<file path="src/rtl/fp_align_add.sv">
// Single-precision adder front end: unpack, swap, iterative align with sticky,
// then mantissa add/subtract. Produces the {ES, MS, CO} triple for the normaliser.
module fp_align_add #(
  parameter int ALIGN_STEP = 4
) (
  input  logic        clk,
  input  logic        rst,
  input  logic        in_valid,
  output logic        in_ready,
  input  logic [31:0] a,
  input  logic [31:0] b,
  input  logic        op,
  output logic        out_valid,
  input  logic        out_ready,
  output logic        out_sign,
  output logic        out_special,
  output logic        CO,
  output logic [7:0]  ES,
  output logic [27:0] MS
);

  typedef enum logic [2:0] {IDLE, UNPACK, ALIGN, ADD, DONE} state_t;

  localparam logic [7:0]  STEP = 8'(ALIGN_STEP);
  localparam logic [27:0] QNAN = 28'h4000000;

  state_t      state;
  logic [31:0] ra, rb;
  logic        rop;
  logic [27:0] mx, my;
  logic [7:0]  ex, rem;
  logic        sx, sy;
  logic        spec, spec_nan, spec_sign;

  // unpack / swap / special detection, consumed in UNPACK
  logic [7:0]  ea_raw, eb_raw, ea, eb, d;
  logic [27:0] ma, mb;
  logic        sa, sb, a_big;
  logic        a_x, b_x, a_nan, b_nan, a_inf, b_inf;

  always_comb begin
    ea_raw = ra[30:23];
    eb_raw = rb[30:23];
    ea     = (ea_raw == 8'd0) ? 8'd1 : ea_raw;
    eb     = (eb_raw == 8'd0) ? 8'd1 : eb_raw;
    ma     = {ea_raw != 8'd0, ra[22:0], 4'b0};
    mb     = {eb_raw != 8'd0, rb[22:0], 4'b0};
    sa     = ra[31];
    sb     = rb[31] ^ rop;
    a_big  = ra[30:0] >= rb[30:0];
    d      = a_big ? (ea - eb) : (eb - ea);
    a_x    = ea_raw == 8'hFF;
    b_x    = eb_raw == 8'hFF;
    a_nan  = a_x && (ra[22:0] != 23'd0);
    b_nan  = b_x && (rb[22:0] != 23'd0);
    a_inf  = a_x && !a_nan;
    b_inf  = b_x && !b_nan;
  end

  // one alignment step; every bit shifted out folds into bit 0
  logic [7:0]  sh, rem_nxt;
  logic [27:0] mask, my_nxt;

  always_comb begin
    sh      = (rem > STEP) ? STEP : rem;
    mask    = (28'd1 << sh) - 28'd1;
    my_nxt  = (my >> sh) | {27'b0, |(my & mask)};
    rem_nxt = rem - sh;
    if (rem >= 8'd28) begin
      my_nxt  = {27'b0, |my};
      rem_nxt = 8'd0;
    end
  end

  logic [28:0] sum;
  logic [27:0] diff;
  logic        eff_sub;

  always_comb begin
    eff_sub = sx ^ sy;
    sum     = {1'b0, mx} + {1'b0, my};
    diff    = mx - my;
  end

  always_ff @(posedge clk) begin
    if (rst) begin
      state       <= IDLE;
      in_ready    <= 1'b1;
      out_valid   <= 1'b0;
      out_sign    <= 1'b0;
      out_special <= 1'b0;
      CO          <= 1'b0;
      ES          <= 8'd0;
      MS          <= 28'd0;
      ra          <= 32'd0;
      rb          <= 32'd0;
      rop         <= 1'b0;
      mx          <= 28'd0;
      my          <= 28'd0;
      ex          <= 8'd0;
      rem         <= 8'd0;
      sx          <= 1'b0;
      sy          <= 1'b0;
      spec        <= 1'b0;
      spec_nan    <= 1'b0;
      spec_sign   <= 1'b0;
    end else begin
      case (state)
        IDLE: if (in_valid) begin
          ra       <= a;
          rb       <= b;
          rop      <= op;
          in_ready <= 1'b0;
          state    <= UNPACK;
        end
        UNPACK: begin
          mx        <= a_big ? ma : mb;
          my        <= a_big ? mb : ma;
          ex        <= a_big ? ea : eb;
          sx        <= a_big ? sa : sb;
          sy        <= a_big ? sb : sa;
          rem       <= d;
          spec      <= a_x || b_x;
          spec_nan  <= a_nan || b_nan || (a_inf && b_inf && (sa != sb));
          spec_sign <= a_inf ? sa : sb;
          state     <= (a_x || b_x || d == 8'd0) ? ADD : ALIGN;
        end
        ALIGN: begin
          my    <= my_nxt;
          rem   <= rem_nxt;
          if (rem_nxt == 8'd0) state <= ADD;
        end
        ADD: begin
          out_valid   <= 1'b1;
          out_special <= spec;
          state       <= DONE;
          if (spec) begin
            ES       <= 8'hFF;
            CO       <= 1'b0;
            MS       <= spec_nan ? QNAN : 28'd0;
            out_sign <= spec_nan ? 1'b0 : spec_sign;
          end else if (eff_sub) begin
            ES       <= ex;
            CO       <= 1'b0;
            MS       <= diff;
            out_sign <= (diff == 28'd0) ? 1'b0 : sx;
          end else begin
            ES       <= ex;
            {CO, MS} <= sum;
            out_sign <= sx;
          end
        end
        DONE: if (out_ready) begin
          out_valid <= 1'b0;
          in_ready  <= 1'b1;
          state     <= IDLE;
        end
        default: state <= IDLE;
      endcase
    end
  end

endmodule

</file>
<file path="config.mk">
export PLATFORM = sky130hd
export DESIGN_NAME = fp_align_add
export DESIGN_NICKNAME = d
export VERILOG_FILES = /design/src/rtl/fp_align_add.sv
export SDC_FILE = /design/constraint.sdc
export NUM_CORES = 1
export LEC_CHECK = 0
export ABC_AREA = 0
export CAP_MARGIN = 5
export CORE_MARGIN = 10
export CORE_UTILIZATION = 25
export DETAILED_ROUTE_END_ITERATION = 7
export MAX_ROUTING_LAYER = met4
export PLACE_DENSITY = 0.5
export SLEW_MARGIN = 20
export SYNTH_ARGS = -nofsm -noshare
export SYNTH_HDL_FRONTEND = slang
export SYNTH_SLANG_ARGS = --single-unit
</file>
<file path="constraint.sdc">
create_clock -name clk -period 3.27 [get_ports clk]
set_clock_uncertainty 0.2 [all_clocks]
set_input_delay 0.327 -clock clk [delete_from_list [all_inputs] [get_ports clk]]
set_output_delay 0.327 -clock clk [all_outputs]
set_load 0.05 [all_outputs]
</file>
# Word level (Yosys, flattened, before mapping)
# Cells that the tools add are included.
dict set report op_classes {
  addsub 6
  multipliers 0
  div 0
  n_lt_le_gt_ge 3
  n_eq_ne 10
  n_shift 2
  muxes 34
  n_bitwise 4
  reduce_logical 31
}
# cell count
set op_table {}
lappend op_table {{two-way mux 28 bit} 5}
lappend op_table {{two-way mux 8 bit} 7}
lappend op_table {{case mux 28 bit (2 select lines)} 1}
lappend op_table {{OR reduction 28 bit} 2}
lappend op_table {{nonzero test 23 bit} 2}
lappend op_table {{logical NOT 8 bit} 4}
lappend op_table {{>= comparator 31 bit} 1}
lappend op_table {{adder 28 x 28 -> 29 bit} 1}
lappend op_table {{AND 28 bit} 1}
lappend op_table {{logical NOT 28 bit} 1}
lappend op_table {{OR 28 x 1 -> 28 bit} 1}
lappend op_table {{left shift 1 x 8 -> 28 bit (first input constant)} 1}
lappend op_table {{>> shifter 28 x 8 -> 28 bit} 1}
lappend op_table {{subtractor 28 x 1 -> 28 bit (second input constant)} 1}
lappend op_table {{subtractor 28 bit} 1}
lappend op_table {{two-way mux 27 bit} 1}
lappend op_table {{subtractor 8 bit} 3}
lappend op_table {{== test 8 bit (second input constant)} 2}
lappend op_table {{case mux 8 bit (2 select lines)} 1}
lappend op_table {{nonzero test 8 bit} 2}
lappend op_table {{case mux 3 bit (5 select lines)} 1}
lappend op_table {{two-way mux 1 bit} 13}
lappend op_table {{two-way mux 3 bit} 3}
lappend op_table {{>= comparator 8 x 5 -> 1 bit (second input constant)} 1}
lappend op_table {{15 further kinds} 33}
dict set report totals {
  register_bits 186
  latchBits 0
  mem_bits_rw 0
  rom_bits 0
  out_inout_bits 41
  wordCells 110
  memories 0
}

# Logic depth before layout (Yosys ltp)
# Gate-level depths: netlist of run 1.
dict set report logic_depth {
  depth_word 9
  ltp_mapped 17
}

# Worst setup path after synthesis of run 1
# Ideal clock, no wire load.
dict set report synth_timing {
  kind {reg2reg}
  from {reg ra[27]}
  to {reg state[0]}
  setup_time_ns 0.087
  arrival_time_ns 3.001
  setup_slack_ns -0.018
  path_stages_with_launch 16
  n_path_buf 0
  synth_period_minus_slack_ns 3.288
  path_cell_list {dfxtp_1 or4_1 nor2_1 nor2_1 ha_1 fa_1 nor2b_1 o21ai_0 nand2b_1 a21oi_1 nor2_1 nor3_1 a21oi_1 xor2_1 or4_1 o31ai_1}
}
dict set report synth_via {
  elab_chain_len 8
}
# element line_no
set synth_lines {}
lappend synth_lines {{start: declaration} 28} ;# logic [31:0] ra, rb;
lappend synth_lines {{start signal: assignment} 95} ;# ra <= 32'd0;
lappend synth_lines {{start signal: assignment} 110} ;# ra <= a;
lappend synth_lines {{logical NOT 8 bit} 44} ;# ea = (ea_raw == 8'd0) ? 8'd1 : ea_raw;
lappend synth_lines {{two-way mux 8 bit} 44}
lappend synth_lines {{subtractor 8 bit} 51} ;# d = a_big ? (ea - eb) : (eb - ea);
lappend synth_lines {{two-way mux 8 bit} 51}
lappend synth_lines {{logical NOT 8 bit} 126} ;# state <= (a_x || b_x || d == 8'd0) ? ADD : ALIGN;
lappend synth_lines {{logical OR 1 bit (*)} 126}
lappend synth_lines {{two-way mux 1 bit (*)} 126}
lappend synth_lines {{case mux 3 bit (5 select lines) (*)} 108} ;# case (state)
lappend synth_lines {{end signal: assignment} 126}
lappend synth_lines {{end: declaration} 27} ;# state_t state;
# Every way passes the cells marked *; elsewhere a longest branch is shown, timed or not.
# A chain may end at the register's enable or synchronous reset.

# Worst setup path in the final report of run 1
dict set report layout_timing {
  from {reg ra[23]}
  to {reg state[0]}
}
# Same word-level chain as after synthesis.

==> results.py, run 1 <==
metrics = {
    "synthesis": {
        "synth_top_area_cell": "dfxtp_1",
        "syn-num-nets": 1846,
        "synth_top_area_share_pct": 28.8,
        "synth_cell_types": 75,
        "yosysMostFrequentCell": "a21oi_1",
        "yosysWarningCount": 0,
        "synth_commonest_cells": "a21oi_1 (200), nand2_1 (196), nor2_1 (187)",
        "synth_area_um2": 12700,
        "synth_seq_cells": 182,
        "yosysSeqAreaShare_pct": 28.8,
        "ys_async_sr_fraction_pct": 0,
        "netlist_instances": 1678,
        "synth.avg_cell_area_um2": 7.55,
        "ys_top_cells_by_area": "dfxtp_1 (29%), ha_1 (9.5%), a21oi_1 (7.9%)",
        "synth-edff-count": 0,
        "synth-main-ff-cell": "dfxtp_1",
    },
    "global_routing": {
        "grt_usage_pct": 15.2,
        "use_met3_pct": 1.76,
        "grt_remaining_overflow": 0,
        "grt_start_max_net_pins": 83,
        "antenna_found_initial": 0,
        "grt.met2_usage_pct": 22.9,
        "gr-usage-met1_pct": 21.3,
        "grt-busiest-layer": "met2",
        "grt_pass1_vias": 12500,
        "grt_first_pass_wirelength_mm": 71.1,
    },
    "worst_setup_path": {
        "timing_worst_setup_path_type": "flip-flop to flip-flop",
        "reg2reg_depth": 15,
        "cp_max_fo": 2,
        "reg2reg_from": "ra[23]",
        "end_kind": "flip-flop",
        "arrival_ns": 3.42,
        "critical_path.startpoint_type": "flip-flop",
        "rrSetupSlack_ns": 0.03,
        "required_ns": 3.44,
        "r2r-end": "state[0]",
    },
    "placement": {
        "dpl.cell_count": 2548,
        "portBuffers": 109,
        "pre_cts_ws_ns": -0.210,
        "place_hpwl_mm": 35.8,
        "routabilityCongestion": 0.907,
        "placed_cell_area_um2": 15800,
    },
    "clocking": {
        "tritoncts": "yes",
        "cts_root_buffer": "clkbuf_16",
        "numClockSinks": 182,
        "hold_buffers": 0,
        "cts_made_buffers": 17,
        "clk_pin_slew_ns": 0.08,
        "insertion_delay_ns": 0.46,
        "htreeDepth": 4,
        "cts_buffer_depth": 2,
    },
    "min_path": {
        "holdPathStages": 2,
        "hold_class": "input pin to flip-flop",
        "hold_end": "my[3]",
        "min_from": "rst",
    },
    "finish": {
        "fill_cells": 5451,
        "antennaDiodeCount": 0,
        "syn2layout_area_growth_pct": 31.8,
        "drive_above_1_share_pct": 16.1,
        "final_util_pct": 33.3,
        "nNetsFinal": 2072,
        "fin_area_um2": 16700,
        "fin_cells": 2587,
    },
    "floorplan": {
        "boundaryPins": 110,
        "row_count": 82,
        "core_um2": 50100,
        "die_h_um": 245,
        "start_util_pct": 25.3,
        "die_area_um2": 60000,
        "fp.dieW_um": 245,
    },
    "detailed_routing": {
        "drc_errors": 0,
        "num_vias": 12600,
        "drt-total-wl_mm": 45.3,
        "vias_per_cell": 4.86,
        "first_pass_iters": 7,
        "wl_per_cell_um": 17.5,
        "dr.first_iter.drc_count": 889,
        "antenna_left": 0,
    },
    "timing": {
        "tns_ns": 0,
        "finalWorstSetupSlack_ns": 0.0284,
        "fin_crit_ns": 3.24,
        "max_freq_ghz": 0.308,
        "setup-violations-final": 0,
        "rsz0062_at_grt": "true",
        "maxSlewHeadroom_pct": 36.1,
        "slew_viol_final": 0,
        "fin_crit_sh_pct": 99.1,
        "hold_viol": 0,
        "worst_slew_pin_slew_ns": 0.959,
        "timing.hold.ws_ns": 0.0396,
    },
    "status": {
        "status": "finished clean",
    },
    "power": {
        "max-vdd-ir-drop_uv": 463,
        "leakage_nw": 6.91,
        "p_per_area_nw_per_um2": 1160,
        "pwr-share-comb_pct": 71.0,
        "swShare_pct": 47.2,
        "power_mw": 19.4,
        "clkPwrFrac_pct": 12.2,
        "pwr-share-seq_pct": 16.8,
        "p_sw_mw": 9.16,
        "internal_power_mw": 10.2,
    },
    "job": {
        "cap_violations": 0,
    },
}
## what timing repair did
action | CTS | global route
pin swaps | 11 | 15
endpoints found under the setup margin | 2 | 34
resized for setup | 16 | 25
buffers inserted | 8 | 1
## metal layers
metal / wire length [um] / part of all wire (%) / up-vias
li1: - / - / 6386
met4: 556 / 1.2 / 0
met3: 1650 / 3.6 / 31
met5: 0 / 0 / -
met2: 20100 / 44 / 257
met1: 23000 / 51 / 5896
## how the worst max path moves through the flow
stage,slack (ns),cells after the start,end,from
finish,0.03,15,state[0],ra[23]
CTS,-0.008,15,state[0],ra[30]
global placement,-0.15,13,out_sign,my[13]
floorplan,0.04,15,state[0],ra[23]
detailed placement,-0.21,13,out_sign,my[13]
global route,-0.13,15,state[0],ra[23]
## registers in the layout (all words and copies together) (netlist names), 3 cells and up
name and count:
ra 32, rb 32, MS 28, my 28
mx 24, ES 8, ex 8, rem 8
state 3
## final cells by class
type,count,area (um^2),area share [%]
Multi-Input combinational cell,1271,8380,50.2
Sequential cell,182,3640,21.8
Timing Repair Buffer,333,2800,16.8
Tap cell,672,841,5.04
Clock buffer,20,457,2.74
Inverter,99,372,2.23
Clock inverter,10,195,1.17
## power by group through the flow
stage	clock, mW	combinational (mW)	sequential, mW
global placement	0	13.0	3.28
finish	2.37	13.8	3.25
global route	2.50	15.1	3.32
CTS	2.43	13.3	3.24
detailed placement	0	13.0	3.29
floorplan	0	8.03	3.39
## worst max-delay path, cell delays in order, from the launching register on
cell and delay [ns]:
dfxtp_1 0.31, or4_4 0.54, nor2_4 0.13, nor2_2 0.05, inv_1 0.07, ha_2 0.19, fa_2 0.21, nor2b_1 0.05
o21ai_1 0.11, nand2b_1 0.09, a21o_1 0.19, a21oi_2 0.14, a21oi_1 0.09, xor2_1 0.17, or4_1 0.41, o31ai_1 0.22
## cells in the final DEF (no fill, tap or decap), types with 19 or more instances in the layout
cell | Yosys | layout
dfxtp_1 | 182 | 181
o21ai_0 | 60 | 57
buf_4 | 0 | 220
ha_1 | 96 | 92
xnor2_1 | 35 | 35
nand2b_1 | 19 | 19
mux2i_1 | 98 | 97
nor2_1 | 187 | 181
nor4_1 | 26 | 24
a21oi_1 | 200 | 196
nand2_1 | 196 | 196
inv_1 | 99 | 99
clkdlybuf4s50_1 | 0 | 108
nor3_1 | 38 | 36
nand4_1 | 20 | 20
a211oi_1 | 47 | 45
## logic make-up after synthesis
kind of cell / count (synthesis) / synth area share (%)
adder cells (fa/ha/maj): 99 / 9.96
XOR/XNOR: 49 / 3.39
multiplexers: 101 / 8.01
buffers and inverters: 225 / 6.79
AO/OA/AOI/OAI: 464 / 23.2
AND/OR/NAND/NOR: 556 / 19.8
flip-flops: 182 / 28.8
other: 2 / 0.0593
Note: power is estimated with default switching activity, not from simulation.
==> inputs of run 2 (changes only) <==
CORE_ASPECT_RATIO = 2   (was not set)
==> run 2 against run 1 <==
The run now ends with setup timing left. Power grew 0.98%. Sequential share of layout area barely moved. Sequential cell count unchanged. Utilization up 0.072 points. Critical endpoint unchanged. Highest routed layer unchanged.
==> results.py, run 2 (synthesis results as in run 1) <==
metrics = {
    "floorplan": {
        "fp.dieW_um": 179,
        "die_h_um": 338,
        "die_area_um2": 60600,
        "row_count": 116,
        "core_um2": 50100,
        "boundaryPins": 110,
        "start_util_pct": 25.3,
    },
    "detailed_routing": {
        "first_pass_iters": 5,
        "wl_per_cell_um": 18.8,
        "num_vias": 12700,
        "vias_per_cell": 4.99,
        "drc_errors": 0,
        "antenna_left": 0,
        "drt-total-wl_mm": 48.1,
        "dr.first_iter.drc_count": 682,
    },
    "worst_setup_path": {
        "reg2reg_depth": 15,
        "critical_path.startpoint_type": "flip-flop",
        "required_ns": 3.46,
        "rrSetupSlack_ns": -0.002,
        "timing_worst_setup_path_type": "flip-flop to flip-flop",
        "cp_max_fo": 2,
        "arrival_ns": 3.46,
        "r2r-end": "state[0]",
        "reg2reg_from": "ra[26]",
        "end_kind": "flip-flop",
    },
    "min_path": {
        "hold_end": "rem[3]",
        "min_from": "rst",
        "holdPathStages": 2,
        "hold_class": "input pin to flip-flop",
    },
    "global_routing": {
        "grt_remaining_overflow": 0,
        "antenna_found_initial": 0,
        "grt_first_pass_wirelength_mm": 73.9,
        "grt_pass1_vias": 13000,
        "grt_usage_pct": 16.0,
        "grt_start_max_net_pins": 100,
    },
    "clocking": {
        "cts_root_buffer": "clkbuf_16",
        "htreeDepth": 4,
        "cts_buffer_depth": 2,
        "clk_pin_slew_ns": 0.07,
        "tritoncts": "yes",
        "insertion_delay_ns": 0.47,
        "numClockSinks": 182,
        "hold_buffers": 0,
        "cts_made_buffers": 17,
    },
    "job": {
        "cap_violations": 0,
    },
    "timing": {
        "hold_viol": 0,
        "fin_crit_ns": 3.27,
        "setup-violations-final": 1,
        "fin_crit_sh_pct": 100,
        "tns_ns": -0.00170,
        "max_freq_ghz": 0.306,
        "worst_slew_pin_slew_ns": 0.753,
        "rsz0062_at_grt": "true",
        "maxSlewHeadroom_pct": 49.8,
        "slew_viol_final": 0,
        "finalWorstSetupSlack_ns": -0.00170,
    },
    "power": {
        "p_per_area_nw_per_um2": 1170,
        "leakage_nw": 6.86,
        "power_mw": 19.6,
        "max-vdd-ir-drop_uv": 366,
    },
    "placement": {
        "place_hpwl_mm": 38.7,
        "routabilityCongestion": 0.950,
        "portBuffers": 109,
    },
    "finish": {
        "nNetsFinal": 2065,
        "multi_input_area_um2": 8520,
        "layout_common_cells": "buf_4 (207), nand2_1 (196), a21oi_1 (192)",
        "antennaDiodeCount": 0,
        "drive_above_1_share_pct": 17.3,
        "seq_area_um2": 3660,
        "reg_top3": "ra: 32 flops, rb: 32 flops",
        "fill_cells": 5364,
        "syn2layout_area_growth_pct": 32.1,
        "layout_commonest_cell": "buf_4",
    },
    "status": {
        "violations": "setup timing",
        "status": "complete, but fails checks",
    },
}
## run 2: cell count changes in the layout (fill, tap and decap cells not counted), sizes merged
cell      change
inv           +1
bufinv        -3
clkbuf        -1
clkinvlp      +2
clkinv        +1
buf           -7
## run 2: per-stage QoR
stage	cells	area (um^2)	util (%)	setup WS (ns)	hold WS [ns]
detailed placement	2518	15700	31.4	-0.148	0.247
global route	2557	16700	33.4	-0.177	0.0339
finish	2557	16700	33.4	-0.00170	0.0227
floorplan	1678	12700	-	0.0375	0.233
CTS	2549	16300	32.6	-0.0268	0.0137
global placement	2518	15700	31.4	-0.183	0.243
## run 2: cell type report
type / instances / share of cell area [%]
repair buffers: 326 / 16.8
inverters: 99 / 2.22
well taps: 649 / 4.86
multi-input cells: 1271 / 51.0
clock inverters: 11 / 0.763
flip-flops and latches: 182 / 21.9
clock buffers: 19 / 2.59
## run 2: what timing repair did
action                                  CTS  global route
gates resized for setup                  12            67
buffers inserted                          1             8
endpoints found under the setup margin    4            40
pin swaps                                 8            29
cloned                                    0             0
## run 2: routing by layer
metal | wire, um | share of wire [%] | vias up | track usage [%]
met5 | 0 | 0 | - | -
met4 | 2140 | 4.4 | 0 | 7.67
met3 | 1460 | 3.0 | 93 | 2.04
met2 | 25700 | 53 | 316 | 29.1
met1 | 18800 | 39 | 5964 | 16.4
li1 | - | - | 6376 | -
## run 2: critical path, stage by stage (launching register included)
cell and delay [ns]:
dfxtp_2 0.33, or4_4 0.55, nor2_4 0.16, nor2_4 0.05, ha_4 0.16, fa_2 0.35, nor2b_1 0.12, o21ai_1 0.07
nand2b_1 0.11, a21oi_1 0.07, nor2_1 0.10, nor3_1 0.05, a21oi_1 0.15, xor2_1 0.11, or4_1 0.40, o31ai_1 0.22
## run 2: where the power goes
group | total (mW) | switching (mW) | leakage (nW) | internal [mW]
clock | 2.10 | 0.976 | 0.266 | 1.12
combinational | 14.2 | 8.01 | 5.10 | 6.22
sequential | 3.25 | 0.472 | 1.49 | 2.78
## run 2: how the worst max path moves through the flow
| stage | start | endpoint | cells past startpoint |
|---|---|---|---|
| detailed placement | ra[23] | state[0] | 15 |
| global route | ra[26] | state[0] | 15 |
| global placement | ra[23] | state[0] | 15 |
| CTS | ra[30] | state[0] | 15 |
| finish | ra[26] | state[0] | 15 |
| floorplan | ra[23] | state[0] | 15 |
